`config.mk`:
```
export PLATFORM = sky130hd
export DESIGN_NAME = memory_access
export DESIGN_NICKNAME = d
export VERILOG_FILES = /design/src/rtl/memory_access.sv
export SDC_FILE = /design/constraint.sdc
export NUM_CORES = 1
export LEC_CHECK = 0
export ABC_AREA = 1
export CAP_MARGIN = 5
export CORE_ASPECT_RATIO = 1.25
export CORE_MARGIN = 2
export CORE_UTILIZATION = 55
export CTS_CLUSTER_DIAMETER = 40
export DETAILED_ROUTE_END_ITERATION = 16
export HOLD_SLACK_MARGIN = 0.02
export PLACE_DENSITY = 0.73
export SETUP_SLACK_MARGIN = 0.15
export SLEW_MARGIN = 40
export SYNTH_ARGS = -nofsm -noshare
export SYNTH_HDL_FRONTEND = slang
export SYNTH_SLANG_ARGS = --single-unit
```
`constraint.sdc`:
```
create_clock -name clk -period 9.3 [get_ports clk]
set_clock_uncertainty 0.1 [all_clocks]
set_input_delay 1.86 -clock clk [delete_from_list [all_inputs] [get_ports clk]]
set_output_delay 1.86 -clock clk [all_outputs]
set_load 0.01 [all_outputs]
```
`src/rtl/memory_access.sv`:
```
// MEM stage of the 5-stage MIPS pipeline: word-addressed data memory, MEM/WB register,
// post-reset zero-clear sequencer and faulting-access suppression.
module memory_access #(
  parameter int unsigned DEPTH = 32
) (
  input  logic        clk,
  input  logic        rst,
  input  logic [4:0]  XM_RD,
  input  logic [31:0] XM_B,
  input  logic [31:0] ALUout,
  input  logic        XM_MemWrite,
  input  logic        XM_MemToReg,
  input  logic        XM_RegWrite,
  output logic [4:0]  MW_RD,
  output logic [31:0] MW_ALUout,
  output logic [31:0] MW_MemData,
  output logic        MW_MemToReg,
  output logic        MW_RegWrite,
  output logic        MemBusy,
  output logic        MemFault,
  output logic [7:0]  FaultCnt
);

  localparam int unsigned AW = $clog2(DEPTH);

  typedef enum logic [0:0] {
    CLEAR = 1'b0,
    RUN   = 1'b1
  } state_t;

  state_t        state_r, state_nxt_s;
  logic [AW-1:0] clr_idx_r, clr_idx_nxt_s;
  logic          busy_r, busy_nxt_s;
  logic [31:0]   mem_r [DEPTH];

  logic [4:0]    mw_rd_r, mw_rd_nxt_s;
  logic [31:0]   mw_alu_r, mw_alu_nxt_s;
  logic [31:0]   mw_data_r, mw_data_nxt_s;
  logic          mw_m2r_r, mw_m2r_nxt_s;
  logic          mw_rw_r, mw_rw_nxt_s;
  logic          fault_r, fault_nxt_s;
  logic [7:0]    fault_cnt_r, fault_cnt_nxt_s;

  logic          mem_we_s;
  logic [AW-1:0] mem_addr_s;
  logic [31:0]   mem_wdata_s;
  logic [AW-1:0] word_idx_s;
  logic          fault_s;

  // Misaligned word address, or any address bit above the memory's byte range set.
  function automatic logic access_fault(input logic [31:0] addr);
    return (addr[1:0] != 2'b00) || (addr[31:AW+2] != {(30-AW){1'b0}});
  endfunction

  assign word_idx_s = ALUout[AW+1:2];
  assign fault_s    = (XM_MemWrite | XM_MemToReg) & access_fault(ALUout);

  // Next-state, memory write port and MEM/WB register inputs.
  always_comb begin
    state_nxt_s     = state_r;
    clr_idx_nxt_s   = clr_idx_r;
    busy_nxt_s      = busy_r;
    mem_we_s        = 1'b0;
    mem_addr_s      = clr_idx_r;
    mem_wdata_s     = 32'd0;
    mw_rd_nxt_s     = 5'd0;
    mw_alu_nxt_s    = 32'd0;
    mw_data_nxt_s   = 32'd0;
    mw_m2r_nxt_s    = 1'b0;
    mw_rw_nxt_s     = 1'b0;
    fault_nxt_s     = 1'b0;
    fault_cnt_nxt_s = fault_cnt_r;
    case (state_r)
      CLEAR: begin
        mem_we_s      = 1'b1;
        mem_addr_s    = clr_idx_r;
        mem_wdata_s   = 32'd0;
        clr_idx_nxt_s = clr_idx_r + AW'(1);
        if (clr_idx_r == AW'(DEPTH - 1)) begin
          state_nxt_s = RUN;
          busy_nxt_s  = 1'b0;
        end else begin
          state_nxt_s = CLEAR;
          busy_nxt_s  = 1'b1;
        end
      end
      RUN: begin
        mem_we_s     = XM_MemWrite & ~fault_s;
        mem_addr_s   = word_idx_s;
        mem_wdata_s  = XM_B;
        mw_rd_nxt_s  = XM_RD;
        mw_alu_nxt_s = ALUout;
        mw_m2r_nxt_s = XM_MemToReg;
        // A store wins over a simultaneous load, so only a pure, clean load returns data.
        if (XM_MemToReg && !XM_MemWrite && !fault_s) begin
          mw_data_nxt_s = mem_r[word_idx_s];
        end else begin
          mw_data_nxt_s = 32'd0;
        end
        mw_rw_nxt_s = XM_RegWrite & ~(XM_MemToReg & fault_s);
        fault_nxt_s = fault_s;
        if (fault_s && (fault_cnt_r != 8'd255)) begin
          fault_cnt_nxt_s = fault_cnt_r + 8'd1;
        end else begin
          fault_cnt_nxt_s = fault_cnt_r;
        end
      end
      default: begin
        state_nxt_s   = CLEAR;
        clr_idx_nxt_s = {AW{1'b0}};
        busy_nxt_s    = 1'b1;
      end
    endcase
  end

  // Control state and MEM/WB pipeline register.
  always_ff @(posedge clk) begin
    if (rst) begin
      state_r     <= CLEAR;
      clr_idx_r   <= {AW{1'b0}};
      busy_r      <= 1'b1;
      mw_rd_r     <= 5'd0;
      mw_alu_r    <= 32'd0;
      mw_data_r   <= 32'd0;
      mw_m2r_r    <= 1'b0;
      mw_rw_r     <= 1'b0;
      fault_r     <= 1'b0;
      fault_cnt_r <= 8'd0;
    end else begin
      state_r     <= state_nxt_s;
      clr_idx_r   <= clr_idx_nxt_s;
      busy_r      <= busy_nxt_s;
      mw_rd_r     <= mw_rd_nxt_s;
      mw_alu_r    <= mw_alu_nxt_s;
      mw_data_r   <= mw_data_nxt_s;
      mw_m2r_r    <= mw_m2r_nxt_s;
      mw_rw_r     <= mw_rw_nxt_s;
      fault_r     <= fault_nxt_s;
      fault_cnt_r <= fault_cnt_nxt_s;
    end
  end

  // Data memory write port; nothing is written on a reset edge.
  always_ff @(posedge clk) begin
    if (!rst && mem_we_s) begin
      mem_r[mem_addr_s] <= mem_wdata_s;
    end
  end

  assign MW_RD       = mw_rd_r;
  assign MW_ALUout   = mw_alu_r;
  assign MW_MemData  = mw_data_r;
  assign MW_MemToReg = mw_m2r_r;
  assign MW_RegWrite = mw_rw_r;
  assign MemBusy     = busy_r;
  assign MemFault    = fault_r;
  assign FaultCnt    = fault_cnt_r;

endmodule

```
==> impl_metrics.prom <==
# TYPE chip_impl_metric gauge
chip_impl_info{name="critical_path_cell_by_cell",value="buf_2 -> buf_4 -> inv_4 -> nand2_1 -> o21ai_0 -> inv_1 -> nand2_1 -> nor2_1 -> nand3_1 -> nor2_4 -> buf_4"} 1
chip_impl_metric{name="cts_buffers",unit=""} 118
chip_impl_metric{name="ys_seq_area_share",unit="%"} 73.3
chip_impl_metric{name="drt-initial-drc-count",unit=""} 3338
chip_impl_metric{name="synth-warning-count",unit=""} 0
chip_impl_metric{name="timing.slew.headroom",unit="%"} 41.4
chip_impl_metric{name="syn2layout_area_growth",unit="%"} 15.3
chip_impl_metric{name="floorplan.io_pins",unit=""} 155
chip_impl_metric{name="timing.hold.worst_path_depth",unit=""} 2
chip_impl_metric{name="leakage",unit="nW"} 17.3
chip_impl_metric{name="global_route_wire_length_before_repair",unit="um"} 171000
chip_impl_info{name="hold_crit_start",value="MemBusy"} 1
chip_impl_metric{name="critical_path_buf_inv_count",unit=""} 5
chip_impl_metric{name="final-hold-violation-count",unit=""} 0
chip_impl_metric{name="grt_use_total",unit="%"} 27.7
chip_impl_metric{name="clock_latency_late_sink",unit="ns"} 0.70
chip_impl_metric{name="rows",unit=""} 116
chip_impl_metric{name="synthesis.instances",unit=""} 3701
chip_impl_metric{name="overflow",unit=""} 0
chip_impl_metric{name="tritoncts_num_sinks",unit=""} 1111
chip_impl_metric{name="drive_gt1_share",unit="%"} 8.61
chip_impl_metric{name="holdBufCountCts",unit=""} 0
chip_impl_metric{name="die_area",unit="sq um"} 82900
chip_impl_metric{name="drt_pre_antenna_iters",unit=""} 6
chip_impl_info{name="worst_hold_path_type",value="reg2reg"} 1
chip_impl_info{name="run_status",value="completed"} 1
chip_impl_metric{name="floorplan.die.height",unit="um"} 321
chip_impl_metric{name="cts-resized-gates",unit=""} 0
chip_impl_metric{name="start_util",unit="%"} 55.4
chip_impl_metric{name="synthXorXnorAreaFrac",unit="%"} 0
chip_impl_metric{name="path_clk_slew",unit="ns"} 0.06
chip_impl_metric{name="worst_hold_slack",unit="ns"} 0.385
chip_impl_info{name="largest_family_of_logic_cells_by_synthesized_area",value="simple AND/OR/NAND/NOR gates"} 1
chip_impl_metric{name="syn_area",unit="sq um"} 44300
chip_impl_metric{name="max_slew_violation_count",unit=""} 0
chip_impl_metric{name="timing.critical_path.fanout_max",unit=""} 34
chip_impl_metric{name="timing.reg2reg.worst_path_depth",unit=""} 7
chip_impl_info{name="clock-root-buffer",value="clkbuf_16"} 1
chip_impl_info{name="delay_heaviest_family_cp",value="buffers and inverters"} 1
chip_impl_metric{name="grt_antenna_before_repair",unit=""} 2
chip_impl_metric{name="critPathMaxStageDelay",unit="ns"} 0.79
chip_impl_metric{name="timing.critical_path.required",unit="ns"} 9.52
chip_impl_metric{name="post_synth_and_or_nand_nor_area_fraction",unit="%"} 13.6
chip_impl_metric{name="grt_max_degree",unit=""} 202
chip_impl_metric{name="synth.net_count",unit=""} 3778
chip_impl_info{name="r2r_end",value="mem_r[24][14]"} 1
chip_impl_metric{name="via_per_inst",unit=""} 5.89
chip_impl_metric{name="grt_pass1_vias",unit=""} 27900
chip_impl_metric{name="critPathArrivalTime",unit="ns"} 5.27
chip_impl_info{name="critPathLaunchType",value="primary input"} 1
chip_impl_metric{name="synth_cell_type_count",unit=""} 31
chip_impl_info{name="holdPathEnd",value="MemBusy"} 1
chip_impl_metric{name="max_cap_viol_count",unit=""} 0
chip_impl_metric{name="gp_routability_congestion",unit=""} 0.839
chip_impl_metric{name="setup.reg_to_reg.worst_slack",unit="ns"} 5.98
chip_impl_metric{name="synth_mux_area_share",unit="%"} 0
chip_impl_metric{name="antenna_cells",unit=""} 0
chip_impl_metric{name="fin_tns_setup",unit="ns"} 0
chip_impl_metric{name="htreeDepth",unit=""} 3
chip_impl_metric{name="syn_avg_cell_area",unit="sq um"} 12.0
chip_impl_metric{name="fmax",unit="MHz"} 198
chip_impl_info{name="critPathCaptureType",value="register"} 1
chip_impl_metric{name="hpwlAfterDp",unit="um"} 63900
chip_impl_metric{name="vias",unit=""} 29300
chip_impl_info{name="timing.rr.start",value="state_r"} 1
chip_impl_info{name="unrepaired_setup_endpoints_after_global_routing",value="false"} 1
chip_impl_metric{name="yosys_register_bits",unit=""} 1111
chip_impl_info{name="timing.critical_path.slowest_stage_cell",value="nor2_4"} 1
chip_impl_metric{name="power_per_cell_area",unit="nW/um^2"} 207
chip_impl_metric{name="synth-compound-area-share",unit="%"} 8.66
chip_impl_metric{name="route.detailed.drc",unit=""} 0
chip_impl_metric{name="layout_min_cycle_time",unit="ns"} 5.05
chip_impl_info{name="cts_tree",value="yes"} 1
chip_impl_metric{name="port_buffers",unit=""} 154
chip_impl_metric{name="setup_viol",unit=""} 0
chip_impl_metric{name="worst_slew_pin_slew",unit="ns"} 0.876
chip_impl_metric{name="critical_path_cell_count",unit=""} 11
chip_impl_metric{name="synth_adder_area_share",unit="%"} 0.0847
chip_impl_metric{name="cts.path.max_buffers",unit=""} 3
chip_impl_metric{name="final_routed_wire_length_divided_by_cell_count",unit="um"} 23.2
chip_impl_info{name="worst_setup_path_class",value="in2reg"} 1
chip_impl_metric{name="post_cts.repair.setup_buffers",unit=""} 0
chip_impl_metric{name="worst_ir_drop_vdd",unit="V"} 0.000188
chip_impl_metric{name="finalWirelength",unit="um"} 115000
chip_impl_metric{name="fp.coreArea",unit="sq um"} 80000
chip_impl_metric{name="fp.dieW",unit="um"} 258
chip_impl_metric{name="route.antenna.remaining_nets",unit=""} 0
chip_impl_metric{name="finalNetCount",unit=""} 3887
chip_impl_metric{name="fin_crit_sh",unit="%"} 54.3
-- placed cells by master, fill, tap and decap left out, drive strengths merged, types with 5 or more instances in the layout --
cell           Yosys  layout
nand2            258     258
o22ai             32      32
buf              122      75
clkbuf           113     154
nand3            264     264
o211ai           160     160
nand4             11      11
a21oi             16      16
dfxtp             87      87
o21ai            455     455
clkinvlp           0      11
bufinv             0      10
clkdlybuf4s50      0     149
edfxtp          1024    1024
inv              181     189
clkinv             1      40
nor2             967     967
nor3               5       5
-- cell usage after synthesis --
cell,n,share of area [%]
a211oi_1,1,0.017
a21oi_1,16,0.18
buf_1,23,0.19
buf_12,1,0.045
buf_2,43,0.49
buf_4,36,0.61
buf_6,18,0.46
buf_8,1,0.034
clkbuf_1,112,0.95
clkbuf_2,1,0.011
clkinv_1,1,0.0085
dfxtp_1,87,3.9
edfxtp_1,1024,69
ha_1,3,0.085
inv_1,178,1.5
inv_2,2,0.017
inv_6,1,0.020
nand2_1,257,2.2
nand2_2,1,0.014
nand3_1,264,3.0
nand3b_1,1,0.017
nand4_1,11,0.16
nor2_1,966,8.2
nor2_2,1,0.014
nor3_1,5,0.056
o211ai_1,148,2.5
o211ai_2,12,0.34
o21ai_0,437,4.9
o21ai_1,17,0.19
o21ai_4,1,0.037
o22ai_1,32,0.45
-- per-layer routing --
layer | track usage (%) | wire length (um)
met2 | 46.4 | 57100
met4 | 13.8 | 5490
met5 | 0 | 21
met1 | 35.5 | 43200
met3 | 4.04 | 9570
-- cell families after synthesis --
family | count (synthesis)
AND/OR/NAND/NOR | 1506
flip-flops | 1111
AO/OA/AOI/OAI | 664
buffers and inverters | 417
adder cells (fa/ha/maj) | 3
-- report_power, final --
part	leakage [nW]	switching [mW]	internal (mW)
Clock	1.89	1.94	2.75
Sequential	9.63	0.00666	5.41
Combinational	5.73	0.335	0.148
-- sequential cells by signal, summed over array words and instances, names as in the netlist --
| name | cells |
|---|---|
| MW_RD | 5 |
| MemBusy | 1 |
| MW_MemToReg | 1 |
| mem_r | 1024 |
| clr_idx_r | 5 |
| FaultCnt | 8 |
| MW_RegWrite | 1 |
| MW_MemData | 32 |
| MemFault | 1 |
| MW_ALUout | 32 |
| state_r | 1 |
-- worst max-delay path by stage --
stage               startpoint             end
finish               ALUout[6]   mem_r[31][15]
global route         ALUout[2]  MW_MemData[20]
CTS                  ALUout[2]    mem_r[19][6]
detailed placement   ALUout[2]    mem_r[19][8]
global placement     ALUout[2]  MW_MemData[24]
floorplan           ALUout[30]    mem_r[10][0]
-- tightest hold or removal path, stage by stage, from the launching register on --
cell     delay, ns
dfxtp_1       0.31
nand2_1       0.06
nand2_1       0.06
-- stage by stage --
step / power (mW) / cells / setup WS [ns] / utilization (%) / area, sq um
after detailed placement: 5.99 / 4750 / 3.31 / 58.9 / 47100
after floorplan: 5.84 / 3701 / 4.52 / - / 44300
after global routing: 10.9 / 4974 / 4.04 / 63.9 / 51100
after global placement: 5.98 / 4728 / 3.06 / 58.3 / 46600
after CTS: 10.6 / 4972 / 4.04 / 63.8 / 51000
final: 10.6 / 4974 / 4.25 / 63.9 / 51100
-- final cells by class --
cell class                      count  area [sq um]
Multi-Input combinational cell   2173         10100
Inverter                          182           709
Timing Repair Buffer              224          2490
Fill cell                        5703         28900
Sequential cell                  1111         32500
Clock buffer                      154          3240
Clock inverter                     68           689
Tap cell                         1062          1330
No activity file was read; power rests on OpenSTA's default activity.
